===== src/rtl/mango_tpl_sad.sv =====
// Template-matching SAD scorer: streams features against the mango template ROM and reports one score per frame.
// Optional MANGO_MATCH_THRESH_EN adds a registered match flag (score below MATCH_THRESH).
module mango_tpl_sad #(
    parameter int ADDR_WIDTH   = 11,
    parameter int DATA_WIDTH   = 8,
    parameter int SCORE_WIDTH  = ADDR_WIDTH + DATA_WIDTH,
    parameter int MATCH_THRESH = 40000
) (
    input  logic                   clk,
    input  logic                   tb_rst,
    input  logic                   start,
    input  logic                   abort,
    input  logic                   feat_valid,
    input  logic [DATA_WIDTH-1:0]  feat_data,
    output logic                   feat_ready,
    output logic [ADDR_WIDTH-1:0]  rom_addr,
    input  logic [DATA_WIDTH-1:0]  rom_rd_data,
    output logic                   busy,
    output logic [SCORE_WIDTH-1:0] score,
    output logic                   score_valid
`ifdef MANGO_MATCH_THRESH_EN
    ,
    output logic                   match
`endif
);

    // state | meaning
    // IDLE  | waiting for start
    // RUN   | accepting features, one ROM address per handshake
    // FLUSH | accumulating the final sample
    // DONE  | publishing score, single score_valid pulse
    typedef enum logic [1:0] {IDLE, RUN, FLUSH, DONE} state_t;

    localparam logic [ADDR_WIDTH-1:0]  ADDR_ONE = ADDR_WIDTH'(1);
`ifdef MANGO_MATCH_THRESH_EN
    localparam logic [SCORE_WIDTH-1:0] THRESH   = SCORE_WIDTH'(MATCH_THRESH);
`endif

    state_t                 state;
    logic [DATA_WIDTH-1:0]  feat_d;
    logic                   vld_d;
    logic [SCORE_WIDTH-1:0] acc;
    logic [DATA_WIDTH-1:0]  diff;

    // Unsigned |a-b| by ordering the operands before subtracting.
    always_comb begin
        if (feat_d >= rom_rd_data) diff = feat_d - rom_rd_data;
        else                       diff = rom_rd_data - feat_d;
    end

    always_ff @(posedge clk or posedge tb_rst) begin
        if (tb_rst) begin
            state       <= IDLE;
            rom_addr    <= '0;
            feat_d      <= '0;
            vld_d       <= 1'b0;
            acc         <= '0;
            feat_ready  <= 1'b0;
            busy        <= 1'b0;
            score       <= '0;
            score_valid <= 1'b0;
`ifdef MANGO_MATCH_THRESH_EN
            match       <= 1'b0;
`endif
        end else begin
            score_valid <= 1'b0;
            if (vld_d) acc <= acc + SCORE_WIDTH'(diff);
            case (state)
                IDLE: begin
                    if (start) begin
                        state      <= RUN;
                        rom_addr   <= '0;
                        acc        <= '0;
                        vld_d      <= 1'b0;
                        feat_ready <= 1'b1;
                        busy       <= 1'b1;
                    end
                end
                RUN: begin
                    if (abort) begin
                        state      <= IDLE;
                        vld_d      <= 1'b0;
                        feat_ready <= 1'b0;
                        busy       <= 1'b0;
                    end else if (feat_valid && feat_ready) begin
                        feat_d   <= feat_data;
                        vld_d    <= 1'b1;
                        rom_addr <= rom_addr + ADDR_ONE;
                        if (rom_addr == '1) begin
                            state      <= FLUSH;
                            feat_ready <= 1'b0;
                        end
                    end else begin
                        vld_d <= 1'b0;
                    end
                end
                FLUSH: begin
                    vld_d <= 1'b0;
                    if (abort) begin
                        state <= IDLE;
                        busy  <= 1'b0;
                    end else begin
                        state <= DONE;
                    end
                end
                DONE: begin
                    score       <= acc;
                    score_valid <= 1'b1;
`ifdef MANGO_MATCH_THRESH_EN
                    match       <= (acc < THRESH);
`endif
                    state       <= IDLE;
                    busy        <= 1'b0;
                end
                default: begin
                    state      <= IDLE;
                    vld_d      <= 1'b0;
                    feat_ready <= 1'b0;
                    busy       <= 1'b0;
                end
            endcase
        end
    end

endmodule


===== config.mk =====
export PLATFORM = sky130hd
export DESIGN_NAME = mango_tpl_sad
export DESIGN_NICKNAME = d
export VERILOG_FILES = /design/src/rtl/mango_tpl_sad.sv
export SDC_FILE = /design/constraint.sdc
export NUM_CORES = 1
export LEC_CHECK = 0
export BUFFER_PORTS_ARGS = -buffer_cell sky130_fd_sc_hd__buf_2
export CAP_MARGIN = 20
export CORE_ASPECT_RATIO = 2
export CORE_MARGIN = 5
export CORE_UTILIZATION = 58
export DETAILED_ROUTE_END_ITERATION = 10
export PLACE_DENSITY_LB_ADDON = 0.2
export SLEW_MARGIN = 0
export SYNTH_ARGS = -nofsm -noshare
export SYNTH_HDL_FRONTEND = slang
export SYNTH_SLANG_ARGS = --single-unit

===== constraint.sdc =====
create_clock -name clk -period 4.7 [get_ports clk]
set_clock_uncertainty 0.1 [all_clocks]
set_input_delay 0.235 -clock clk [delete_from_list [all_inputs] [get_ports clk]]
set_output_delay 0.235 -clock clk [all_outputs]
set_load 0.005 [all_outputs]

After elaboration in Yosys (flattened, before gate mapping)
Index checks and enable logic that the tools add are counted.
{"block": "classes", "n_addsub": 4, "order_cmp": 1, "eq_ne": 10, "mux": 26, "n_bitwise": 1, "n_reduce_logical": 11}
{"cell": "19-bit two-way mux", "n": 3}
{"cell": "11-bit two-way mux", "n": 3}
{"cell": "11-bit case mux with 2 select lines", "n": 1}
{"cell": "19-bit by 8-bit adder with 19-bit output", "n": 1}
{"cell": "8-bit subtractor", "n": 2}
{"cell": "11-bit by 1-bit adder with 11-bit output (second input constant)", "n": 1}
{"cell": "11-bit == test (second input constant)", "n": 1}
{"cell": "2-bit two-way mux", "n": 5}
{"cell": "1-bit two-way mux", "n": 9}
{"cell": "8-bit >= comparator", "n": 1}
{"cell": "8-bit two-way mux", "n": 1}
{"cell": "2-bit case mux with 4 select lines", "n": 1}
{"cell": "4-bit AND reduction", "n": 2}
{"cell": "2-bit != test (second input constant)", "n": 3}
{"cell": "3-bit != test (second input constant)", "n": 2}
{"cell": "1-bit case mux with 3 select lines", "n": 2}
{"cell": "3-bit AND reduction", "n": 2}
{"cell": "2-bit == test (second input constant)", "n": 2}
{"cell": "2-bit AND reduction", "n": 2}
{"cell": "3-bit nonzero test", "n": 1}
{"cell": "2-bit by 1-bit == test with 1-bit output (second input constant)", "n": 1}
{"cell": "2-bit zero test", "n": 1}
{"cell": "2-bit by 1-bit != test with 1-bit output (second input constant)", "n": 1}
{"cell": "1-bit case mux with 2 select lines", "n": 1}
{"cell": "4 further kinds", "n": 4}
{"block": "totals", "regBits": 63, "inputBits": 21, "out_inout_bits": 33, "word_cells": 62}

Depth between registers and ports, before layout
Gate-level depths: netlist of run 1.
{"block": "depth", "word_depth": 6, "depth_mapped": 17, "depth_no_buf": 17}

Least setup slack after synthesis of run 1
Ideal clock, no wire load.
{"block": "synth_timing", "kind": "register to register", "from": "reg feat_d[0]", "to": "reg acc[18]", "setup_ps": 130, "t_arrival_ps": 3464, "required_ps": 4470, "setup_slack_ps": 1007, "path_stages_with_launch": 16, "path_buffers": 0, "period_less_slack_ps": 3693, "cell_sequence": "dfrtp_1 > inv_1 > ha_1 > inv_1 > fa_1 > nand3_1 > a31oi_1 > nor2_2 > mux2_2 > fa_1 > a21o_1 > a21oi_1 > o21bai_2 > a2111oi_4 > or4_1 > a21oi_1"}
{"block": "synth_via", "elab_chain_cells": 6, "word_cells_on_any_way": 8, "cone_classes": "add/sub: 3; order compare: 1; mux: 4"}
{"item": "start, declared", "line": "40", "text": "logic [DATA_WIDTH-1:0] feat_d;"}
{"item": "start signal, assigned", "line": "86", "text": "feat_d <= feat_data;"}
{"item": "8-bit subtractor, or another cell as far along", "line": "48", "text": "else diff = rom_rd_data - feat_d;"}
{"item": "8-bit two-way mux *", "line": "47", "text": "if (feat_d >= rom_rd_data) diff = feat_d - rom_rd_data;"}
{"item": "19-bit by 8-bit adder with 19-bit output *", "line": "67", "text": "if (vld_d) acc <= acc + SCORE_WIDTH'(diff);"}
{"item": "19-bit two-way mux *", "line": "67"}
{"item": "19-bit two-way mux", "line": "70", "text": "if (start) begin"}
{"item": "19-bit two-way mux *", "line": "68", "text": "case (state)"}
{"item": "end signal, assigned", "line": "67"}
{"item": "end, declared", "line": "42", "text": "logic [SCORE_WIDTH-1:0] acc;"}
Every way passes the cells marked *; elsewhere a longest branch is shown, timed or not.
A chain may end at the register's enable or synchronous reset.

Worst setup path after layout of run 1
{"block": "layout_timing", "from": "reg feat_d[0]", "to": "reg acc[10]"}
The elaborated chain is that of the path after synthesis.

==> results of run 1 <==
[worst max path at each step]
stage / from / to / cells past startpoint / slack [ns]
floorplan: feat_d[0]$_DFFE_PP0P_ / acc[18]$_DFF_PP0_ / 15 / 1.01
global placement: feat_d[5]$_DFFE_PP0P_ / acc[18]$_DFF_PP0_ / 13 / 0.73
detailed placement: feat_d[0]$_DFFE_PP0P_ / acc[16]$_DFF_PP0_ / 15 / 0.62
CTS: feat_d[0]$_DFFE_PP0P_ / acc[10]$_DFF_PP0_ / 15 / 0.55
global route: feat_d[0]$_DFFE_PP0P_ / acc[14]$_DFF_PP0_ / 15 / 0.22
finish: feat_d[0]$_DFFE_PP0P_ / acc[10]$_DFF_PP0_ / 15 / 0.52
[layer usage]
metal / part of all wire / routed length (µm) / vias up / track usage
met5: 0 / 0 / - / 0
met4: 0.038 / 308 / 0 / 0.112
met3: 0.045 / 367 / 29 / 0.0503
met2: 0.55 / 4470 / 88 / 0.377
met1: 0.37 / 3000 / 1526 / 0.223
li1: - / - / 1497 / -
[area by class of cell]
type / count / area, µm² / area share
clock buffers: 14 / 284 / 0.0626
flip-flops and latches: 63 / 1580 / 0.347
clock inverters: 2 / 60.1 / 0.0132
repair buffers: 55 / 280 / 0.0617
well taps: 88 / 110 / 0.0242
multi-input cells: 278 / 2110 / 0.464
inverters: 33 / 124 / 0.0273
[cell usage after synthesis, drive strengths merged, types with 5 or more instances]
library cell,instances
or3,8
o21ai,16
nand2,30
dfrtp,63
nor2,22
a21oi,31
mux2,30
and2,5
inv,33
xor2,9
xnor2,7
nand4,7
ha,28
a211oi,5
mux2i,7
a21o,6
nand3,12
[sequential cells by signal, indices dropped and copies added (netlist names), 2 cells and up]
signal	flops
rom_addr	11
state	2
score	19
acc	19
feat_d	8
[logic make-up (layout without fill, tap and decap cells)]
family                   after synthesis  after routing
adder cells (fa/ha/maj)               31             31
AND/OR/NAND/NOR                      102            102
flip-flops                            63             63
XOR/XNOR                              16             16
multiplexers                          37             37
AO/OA/AOI/OAI                         92             92
buffers and inverters                 41            104
[metrics by stage]
stage | instances | power, mW | instance area (µm²) | worst slack [ns]
floorplan | 382 | 1.94 | 3860 | 1.01
global placement | 517 | 2.23 | 4200 | 0.729
detailed placement | 517 | 2.27 | 4200 | 0.624
CTS | 533 | 3.04 | 4540 | 0.547
global route | 533 | 3.25 | 4540 | 0.217
finish | 533 | 3.03 | 4540 | 0.523
[worst max-delay path, delay by kind of cell, from the launching register on]
family                     cells  cell delay, ns
AOI/OAI and AO/OA              6            1.39
and+or+nand+nor                3            0.59
adders and majority gates      3            1.00
DFF                            1            0.39
muxes                          1            0.40
buffers and inverters          2            0.15
[where the power goes]
part / internal, mW / switching, mW
registers: 0.660 / 0.102
logic: 0.644 / 0.870
clock network: 0.522 / 0.230
total: 1.83 / 1.20
==> results_dict.tcl, run 1 <==
set metrics [dict create \
    outcome "complete, no violations" \
    slew_viol_final 0 \
    syn_inst 382 \
    grt_pass1_vias 3112 \
    gp_congestion 0.868 \
    clk_pin_slew_ns 0.05 \
    leakagePower_nw 2.28 \
    dr.pass1.iters 4 \
    die_h_um 125 \
    cp_slowest_stage_delay_ns 0.57 \
    fin_setup_tns_ns 0 \
    std_cell_rows 42 \
    max_freq_ghz 0.239 \
    r2r_end "acc[10]$_DFF_PP0_" \
    final_common_cell "dfrtp_1" \
    num_io_pins 54 \
    layout_min_cycle_time_ns 4.18 \
    yosys.area_share.simple 0.134 \
    synth_xor_area_frac 0.0363 \
    cpMaxStageDelayCell "a2111oi_4" \
    avgSynthCellArea_um2 10.1 \
    cp.arrival_ns 4.25 \
    cts_tree "built" \
    post-route-period-util 0.889 \
    synth_top_area_frac 0.408 \
    portBuffers 53 \
    grt_pass1_wl_mm 13.9 \
    synth_area_um2 3860 \
    rsz0062_at_grt "false" \
    die_w_um 67.7 \
    cts_sinks 63 \
    synth-edff-count 0 \
    grt-ovfl-total 0 \
    numCtsBuffers 9 \
    drc 0 \
    htree_levels 3 \
    start_util 0.588 \
    insertion_delay_ns 0.33 \
    dpl.hpwl_mm 6.14 \
    wl_mm 8.14 \
    cp_max_fo 9 \
    rrSetupSlack_ns 0.52 \
    syn_nets 434 \
    wire_per_inst_um 15.3 \
    synth-compound-area-share 0.163 \
    cts-root-buf "clkbuf_16" \
    vdd_drop_max_mv 0.410 \
    area_growth_pct 17.6 \
    reg2reg_from "feat_d[0]$_DFFE_PP0P_" \
    worst_setup_path_start_kind "register" \
    synth_top_family_by_area "compound AO/OA/AOI/OAI gates" \
    worstSetupPathType "register to register" \
    synth_ff_type "dfrtp_1" \
    synth_area_leaders "dfrtp_1 41%, ha_1 9.1%, mux2_2 8.8%" \
    synth.area.mux_share 0.106 \
    detail_route.vias_per_cell 5.89 \
    drtIter0Drc 192 \
    drive_gt1_frac 0.254 \
    grt_max_degree 64 \
    yosys.area_share.adder 0.106 \
    hold_viol 0 \
    clk_path_buf_depth 2 \
    synth-async-reset-ratio 1.00 \
    worst_pin_slew_ns 0.879 \
    hp-class "input pin to async pin" \
    yosys_warnings 0 \
    worstSetupEndpointType "register" \
    fillCellCount 523 \
    num_vias 3140 \
    drv_cap 0 \
    layout_common_cells "63 x dfrtp_1, 53 x buf_2, 32 x inv_1" \
    reg2reg_depth 15 \
    coreArea_um2 6570 \
    hold_ws_ns 0.0294 \
    cts_resized 0 \
    synth_seq_area_share 0.408 \
    setup_viol 0 \
    hold_buffers 0 \
    antenna_found_initial 0 \
    power_density_nw_per_um2 667 \
    cts_setup_buffers 0 \
    die-area_um2 8490 \
    synth_cell_types 61 \
    slew_headroom 0.414 \
    antenna_cells 0 \
    grtUsageTotal 0.214 \
    path_cells "inv_1 > ha_1 > inv_1 > fa_1 > nand3_1 > a31oi_1 > nor2_2 > mux2_2 > fa_1 > a21o_1 > a21oi_1 > o21bai_2 > a2111oi_4 > or4_1 > a21oi_1" \
    ant_nets 0 \
    critPathRequiredTime_ns 4.78 \
    yosysTopAreaCell "dfrtp_1" \
    post-route-util 0.691 \
    ys_ff_latch 63 \
    fin_nets 492 \
]
Note: power is estimated with default switching activity, not from simulation.
==> run 2: changes to the inputs <==
--- a/config.mk
+++ b/config.mk
@@ -11,7 +11,7 @@
 export CORE_MARGIN = 5
 export CORE_UTILIZATION = 58
 export DETAILED_ROUTE_END_ITERATION = 10
-export PLACE_DENSITY_LB_ADDON = 0.2
+export PLACE_DENSITY_LB_ADDON = 0.15
 export SLEW_MARGIN = 0
 export SYNTH_ARGS = -nofsm -noshare
 export SYNTH_HDL_FRONTEND = slang
==> run 2 against run 1 <==
Compared with the run above: flip-flop and latch count unchanged; routed wire length up 0.96%; utilization shrank 1.3 points; worst hold slack worse by 0.0067 ns; clock power fell by 23%; critical endpoint is now acc[16]$_DFF_PP0_.
==> results_dict.tcl, run 2 (synthesized netlist as in run 1, its figures left out) <==
set metrics [dict create \
    die_h_um 125 \
    drv_cap 0 \
    setup_viol 0 \
    worst-path-buf-inv 0 \
    pre_cts_ws_ns 0.645 \
    wire_per_inst_um 15.4 \
    portBuffers 53 \
    drive_gt1_frac 0.250 \
    cts_setup_buffers 0 \
    die-area_um2 8490 \
    vdd_drop_max_mv 0.360 \
    hold_viol 0 \
    grtUsageTotal 0.214 \
    multi_input_area_um2 2110 \
    drtIter0Drc 137 \
    post-route-period-util 0.882 \
    insertion_delay_ns 0.33 \
    grt_max_degree 64 \
    grt_pass1_wl_mm 13.9 \
    regArea_um2 1580 \
    detail_route.vias_per_cell 5.84 \
    layout_min_cycle_time_ns 4.15 \
    cp_max_fo 10 \
    cpMaxStageDelayCell "a2111oi_0" \
    final_common_cell "dfrtp_1" \
    gp_congestion 0.866 \
    fin_ws_ns 0.553 \
    r2r_end "acc[16]$_DFF_PP0_" \
    reg2reg_from "feat_d[5]$_DFFE_PP0P_" \
    fillCellCount 547 \
    critPathRequiredTime_ns 4.78 \
    cp_top_family "compound AO/OA/AOI/OAI gates" \
    max_freq_ghz 0.241 \
    cts_sinks 63 \
    hold_buffers 0 \
    reg_top3 "acc (19), score (19), rom_addr (11)" \
    power_density_nw_per_um2 643 \
    hp-class "input pin to async pin" \
    worstSetupEndpointType "register" \
    antenna_found_initial 0 \
    crit_cells 12 \
    worst_setup_path_start_kind "register" \
    slew_viol_final 0 \
    grt_pass1_vias 3195 \
    clk_path_buf_depth 2 \
    die_w_um 67.7 \
    std_cell_rows 42 \
    cts_resized 0 \
    coreArea_um2 6570 \
    fin_setup_tns_ns 0 \
    cp.arrival_ns 4.23 \
    rrSetupSlack_ns 0.55 \
    num_io_pins 54 \
    critPathCapture "acc[16]$_DFF_PP0_" \
    worstSetupPathType "register to register" \
    fin_nets 492 \
    rsz0062_at_grt "false" \
    leakagePower_nw 2.24 \
    num_vias 3109 \
    dpl.hpwl_mm 6.27 \
    dp.cells 517 \
    post-route-util 0.678 \
    layoutNonFillerInstCount 532 \
    path_cells "ha_1 > a21oi_1 > o21ai_0 > nor2_2 > a2111oi_0 > o311ai_1 > xor2_1 > ha_1 > or3_2 > o21ai_1 > or4_1 > a21oi_1" \
    numCtsBuffers 9 \
    clk_pin_slew_ns 0.05 \
    worst_pin_slew_ns 0.895 \
    cp-startpoint "feat_d[5]$_DFFE_PP0P_" \
    area_growth_pct 15.4 \
    start_util 0.588 \
    reg2reg_depth 12 \
    cts-root-buf "clkbuf_16" \
    drc 0 \
    htree_levels 3 \
    antenna_cells 0 \
    wl_mm 8.22 \
    dr.pass1.iters 4 \
    slew_headroom 0.403 \
    grt-ovfl-total 0 \
    cts_tree "built" \
    cp_slowest_stage_delay_ns 0.61 \
    ant_nets 0 \
    outcome "complete, no violations" \
    layout_common_cells "63 x dfrtp_1, 53 x buf_2, 32 x inv_1" \
]
[run 2: cell types whose count changed in the layout (fill, tap and decap cells not counted)]
| cell | before | now |
|---|---|---|
| clkinv_2 | 0 | 3 |
| clkbuf_8 | 4 | 0 |
| clkbuf_1 | 1 | 2 |
| bufinv_16 | 2 | 0 |
| clkinv_4 | 0 | 1 |
[run 2: worst min path at each step]
stage                                 end  cells past startpoint          from  slack [ns]
finish               state[1]$_DFFE_PP0P_                      3        tb_rst        0.02
CTS                 feat_d[4]$_DFFE_PP0P_                      2  feat_data[4]        0.02
global placement    feat_d[4]$_DFFE_PP0P_                      2  feat_data[4]        0.37
detailed placement  feat_d[4]$_DFFE_PP0P_                      2  feat_data[4]        0.37
global route        feat_d[6]$_DFFE_PP0P_                      2  feat_data[6]        0.03
floorplan           feat_d[0]$_DFFE_PP0P_                      1  feat_data[0]        0.29
[run 2: worst reg2reg max path: stages, from the launching register on]
cell and delay, ns:
dfrtp_1 0.39, ha_1 0.46, a21oi_1 0.16, o21ai_0 0.42
nor2_2 0.15, a2111oi_0 0.61, o311ai_1 0.20, xor2_1 0.19
ha_1 0.30, or3_2 0.49, o21ai_1 0.30, or4_1 0.18
a21oi_1 0.06
[run 2: metal layers]
| layer | global-route usage | part of all wire | up-vias |
|---|---|---|---|
| met2 | 0.376 | 0.56 | 66 |
| met4 | 0.136 | 0.042 | 0 |
| met1 | 0.216 | 0.36 | 1513 |
| met5 | 0 | 0 | - |
| li1 | - | - | 1497 |
| met3 | 0.0431 | 0.029 | 33 |
[run 2: through the flow]
| step | hold slack, ns | total power, mW | cell area, µm² |
|---|---|---|---|
| 2_1_floorplan | 0.286 | 1.94 | 3860 |
| 3_3_place_gp | 0.366 | 2.24 | 4200 |
| 3_5_place_dp | 0.373 | 2.28 | 4200 |
| 4_1_cts | 0.0244 | 2.89 | 4450 |
| 5_1_grt | 0.0277 | 3.09 | 4450 |
| 6_report | 0.0227 | 2.86 | 4450 |
[run 2: layout make-up]
| class | count | share of cell area |
|---|---|---|
| tap | 88 | 0.0247 |
| clock buffer | 11 | 0.0523 |
| timing repair buffer | 55 | 0.0629 |
| clock inverter | 4 | 0.00534 |
| inverter | 33 | 0.0278 |
| sequential | 63 | 0.354 |
| multi-input combinational | 278 | 0.473 |
[run 2: report_power, final]
| part | switching (mW) | internal, mW |
|---|---|---|
| Combinational | 0.874 | 0.647 |
| Clock | 0.228 | 0.351 |
| Sequential | 0.103 | 0.660 |
| Total | 1.21 | 1.66 |
==> run 3: changes to the inputs <==
--- a/config.mk
+++ b/config.mk
@@ -5,8 +5,8 @@
 export SDC_FILE = /design/constraint.sdc
 export NUM_CORES = 1
 export LEC_CHECK = 0
-export BUFFER_PORTS_ARGS = -buffer_cell sky130_fd_sc_hd__buf_2
-export CAP_MARGIN = 20
+export BUFFER_PORTS_ARGS = -buffer_cell sky130_fd_sc_hd__buf_4
+export CAP_MARGIN = 5
 export CORE_ASPECT_RATIO = 2
 export CORE_MARGIN = 5
 export CORE_UTILIZATION = 58
==> run 3 against run 2 <==
Compared with the run above: combinational power barely moved; non-clock buffer count did not move; clock power rose by 12%; worst hold slack improved by 0.013 ns; routed wire length rose by 1.6%; power rose by 3.6%; sequential share of layout area fell by 1.3 points; largest power group unchanged.
==> results_dict.tcl, run 3 (synthesized netlist as in run 1, its figures left out) <==
set metrics [dict create \
    outcome "complete, no violations" \
    portBuffers 53 \
    cp_slowest_stage_delay_ns 0.58 \
    num_io_pins 54 \
    power_frac_seq 0.259 \
    ant_nets 0 \
    rsz0062_at_grt "false" \
    cts-root-buf "clkbuf_16" \
    drive_gt1_frac 0.249 \
    wire_per_inst_um 15.7 \
    std_cell_rows 42 \
    drc 0 \
    hold_ws_ns 0.0355 \
    worstSetupEndpointType "register" \
    post-route-util 0.704 \
    fillCellCount 507 \
    gp_congestion 0.881 \
    reg2reg_depth 15 \
    fin_nets 492 \
    antenna_cells 0 \
    r2r_end "acc[10]$_DFF_PP0_" \
    grt_pass1_vias 3208 \
    dr.pass1.iters 4 \
    numCtsBuffers 9 \
    cts_tree "built" \
    area_growth_pct 19.7 \
    layout_min_cycle_time_ns 4.19 \
    grt-ovfl-total 0 \
    drv_cap 0 \
    hold_buffers 0 \
    vdd_drop_max_mv 0.393 \
    fin_setup_tns_ns 0 \
    clk_path_buf_depth 2 \
    insertion_delay_ns 0.33 \
    pre_cts_ws_ns 0.610 \
    critPathCapture "acc[10]$_DFF_PP0_" \
    p_switching_mw 1.21 \
    die_w_um 67.7 \
    drtIter0Drc 206 \
    power_density_nw_per_um2 642 \
    hp-class "input pin to async pin" \
    max_freq_ghz 0.239 \
    cts_setup_buffers 0 \
    leakagePower_nw 2.27 \
    cp_max_fo 9 \
    grtUsageTotal 0.215 \
    grt_pass1_wl_mm 14.0 \
    fin_ws_ns 0.512 \
    detail_route.vias_per_cell 5.80 \
    cts_sinks 63 \
    post-route-period-util 0.891 \
    cp.arrival_ns 4.26 \
    dpl.hpwl_mm 6.35 \
    power_frac_comb 0.523 \
    path_cells "inv_1 > ha_1 > inv_1 > fa_1 > nand3_1 > a31oi_1 > nor2_2 > mux2_2 > fa_1 > a21o_1 > a21oi_1 > o21bai_2 > a2111oi_4 > or4_1 > a21oi_1" \
    setup_viol 0 \
    cpMaxStageDelayCell "a2111oi_4" \
    coreArea_um2 6570 \
    slew_headroom 0.413 \
    swShare 0.408 \
    slew_viol_final 0 \
    hold_viol 0 \
    clk_pin_slew_ns 0.05 \
    wl_mm 8.35 \
    grt_max_degree 64 \
    htree_levels 3 \
    worst_setup_path_start_kind "register" \
    pwr-share-clk 0.218 \
    cp-startpoint "feat_d[0]$_DFFE_PP0P_" \
    layout_common_cells "63 x dfrtp_1, 55 x buf_4, 32 x inv_1" \
    worst_pin_slew_ns 0.880 \
    critPathRequiredTime_ns 4.77 \
    worstSetupPathType "register to register" \
    start_util 0.588 \
    cts_resized 0 \
    antenna_found_initial 0 \
    die_h_um 125 \
    internal-power_mw 1.76 \
    die-area_um2 8490 \
    num_vias 3093 \
    final_common_cell "dfrtp_1" \
    rrSetupSlack_ns 0.51 \
    reg2reg_from "feat_d[0]$_DFFE_PP0P_" \
    reg_top3 "acc (19), score (19), rom_addr (11)" \
]
==> run 3: cell count changes in the layout (fill, tap and decap cells not counted), sizes merged <==
| cell | previous run | this run |
|---|---|---|
| bufinv | 0 | 1 |
| clkbuf | 11 | 13 |
| clkinvlp | 0 | 1 |
| clkinv | 4 | 1 |
==> run 3: how the worst min path moves through the flow <==
stage,startpoint,endpoint,slack [ns],depth (start not counted)
after CTS,feat_data[4],feat_d[4]$_DFFE_PP0P_,0.03,2
after detailed placement,feat_data[4],feat_d[4]$_DFFE_PP0P_,0.37,2
after global routing,feat_data[3],feat_d[3]$_DFFE_PP0P_,0.03,2
final,tb_rst,feat_ready$_DFFE_PP0P_,0.04,3
after floorplan,feat_data[0],feat_d[0]$_DFFE_PP0P_,0.29,1
after global placement,feat_data[4],feat_d[4]$_DFFE_PP0P_,0.37,2
==> run 3: layout make-up <==
class | count | area [µm²] | share of cell area
multi-input combinational | 278 | 2110 | 0.456
sequential | 63 | 1580 | 0.341
timing repair buffer | 55 | 413 | 0.0893
clock buffer | 13 | 250 | 0.0541
inverter | 33 | 124 | 0.0268
tap | 88 | 110 | 0.0238
clock inverter | 3 | 42.5 | 0.00920
==> run 3: power groups by stage <==
stage          clock network (mW)  registers (mW)  logic [mW]
6_report                    0.647           0.767        1.55
4_1_cts                     0.660           0.768        1.55
3_5_place_dp                    0           0.777        1.54
2_1_floorplan                   0           0.745        1.19
3_3_place_gp                    0           0.767        1.49
5_1_grt                     0.685           0.784        1.72
==> run 3: worst max-delay path: cells and delay by family, from the launching register on <==
family	cells	cell delay (ns)
AO/OA/AOI/OAI	6	1.39
adder cells (fa/ha/maj)	3	0.99
AND/OR/NAND/NOR	3	0.60
multiplexers	1	0.40
flip-flops	1	0.39
buffers and inverters	2	0.15
==> run 3: through the flow <==
stage	area, µm²	total power, mW	cells
floorplan	3860	1.94	382
global placement	4330	2.26	517
detailed placement	4330	2.31	517
CTS	4620	2.98	533
global route	4620	3.19	533
finish	4620	2.97	533
==> run 3: layer usage <==
layer,part of all wire,track usage
met1,0.36,0.216
met2,0.56,0.384
met3,0.040,0.0521
met4,0.035,0.117
met5,0,0
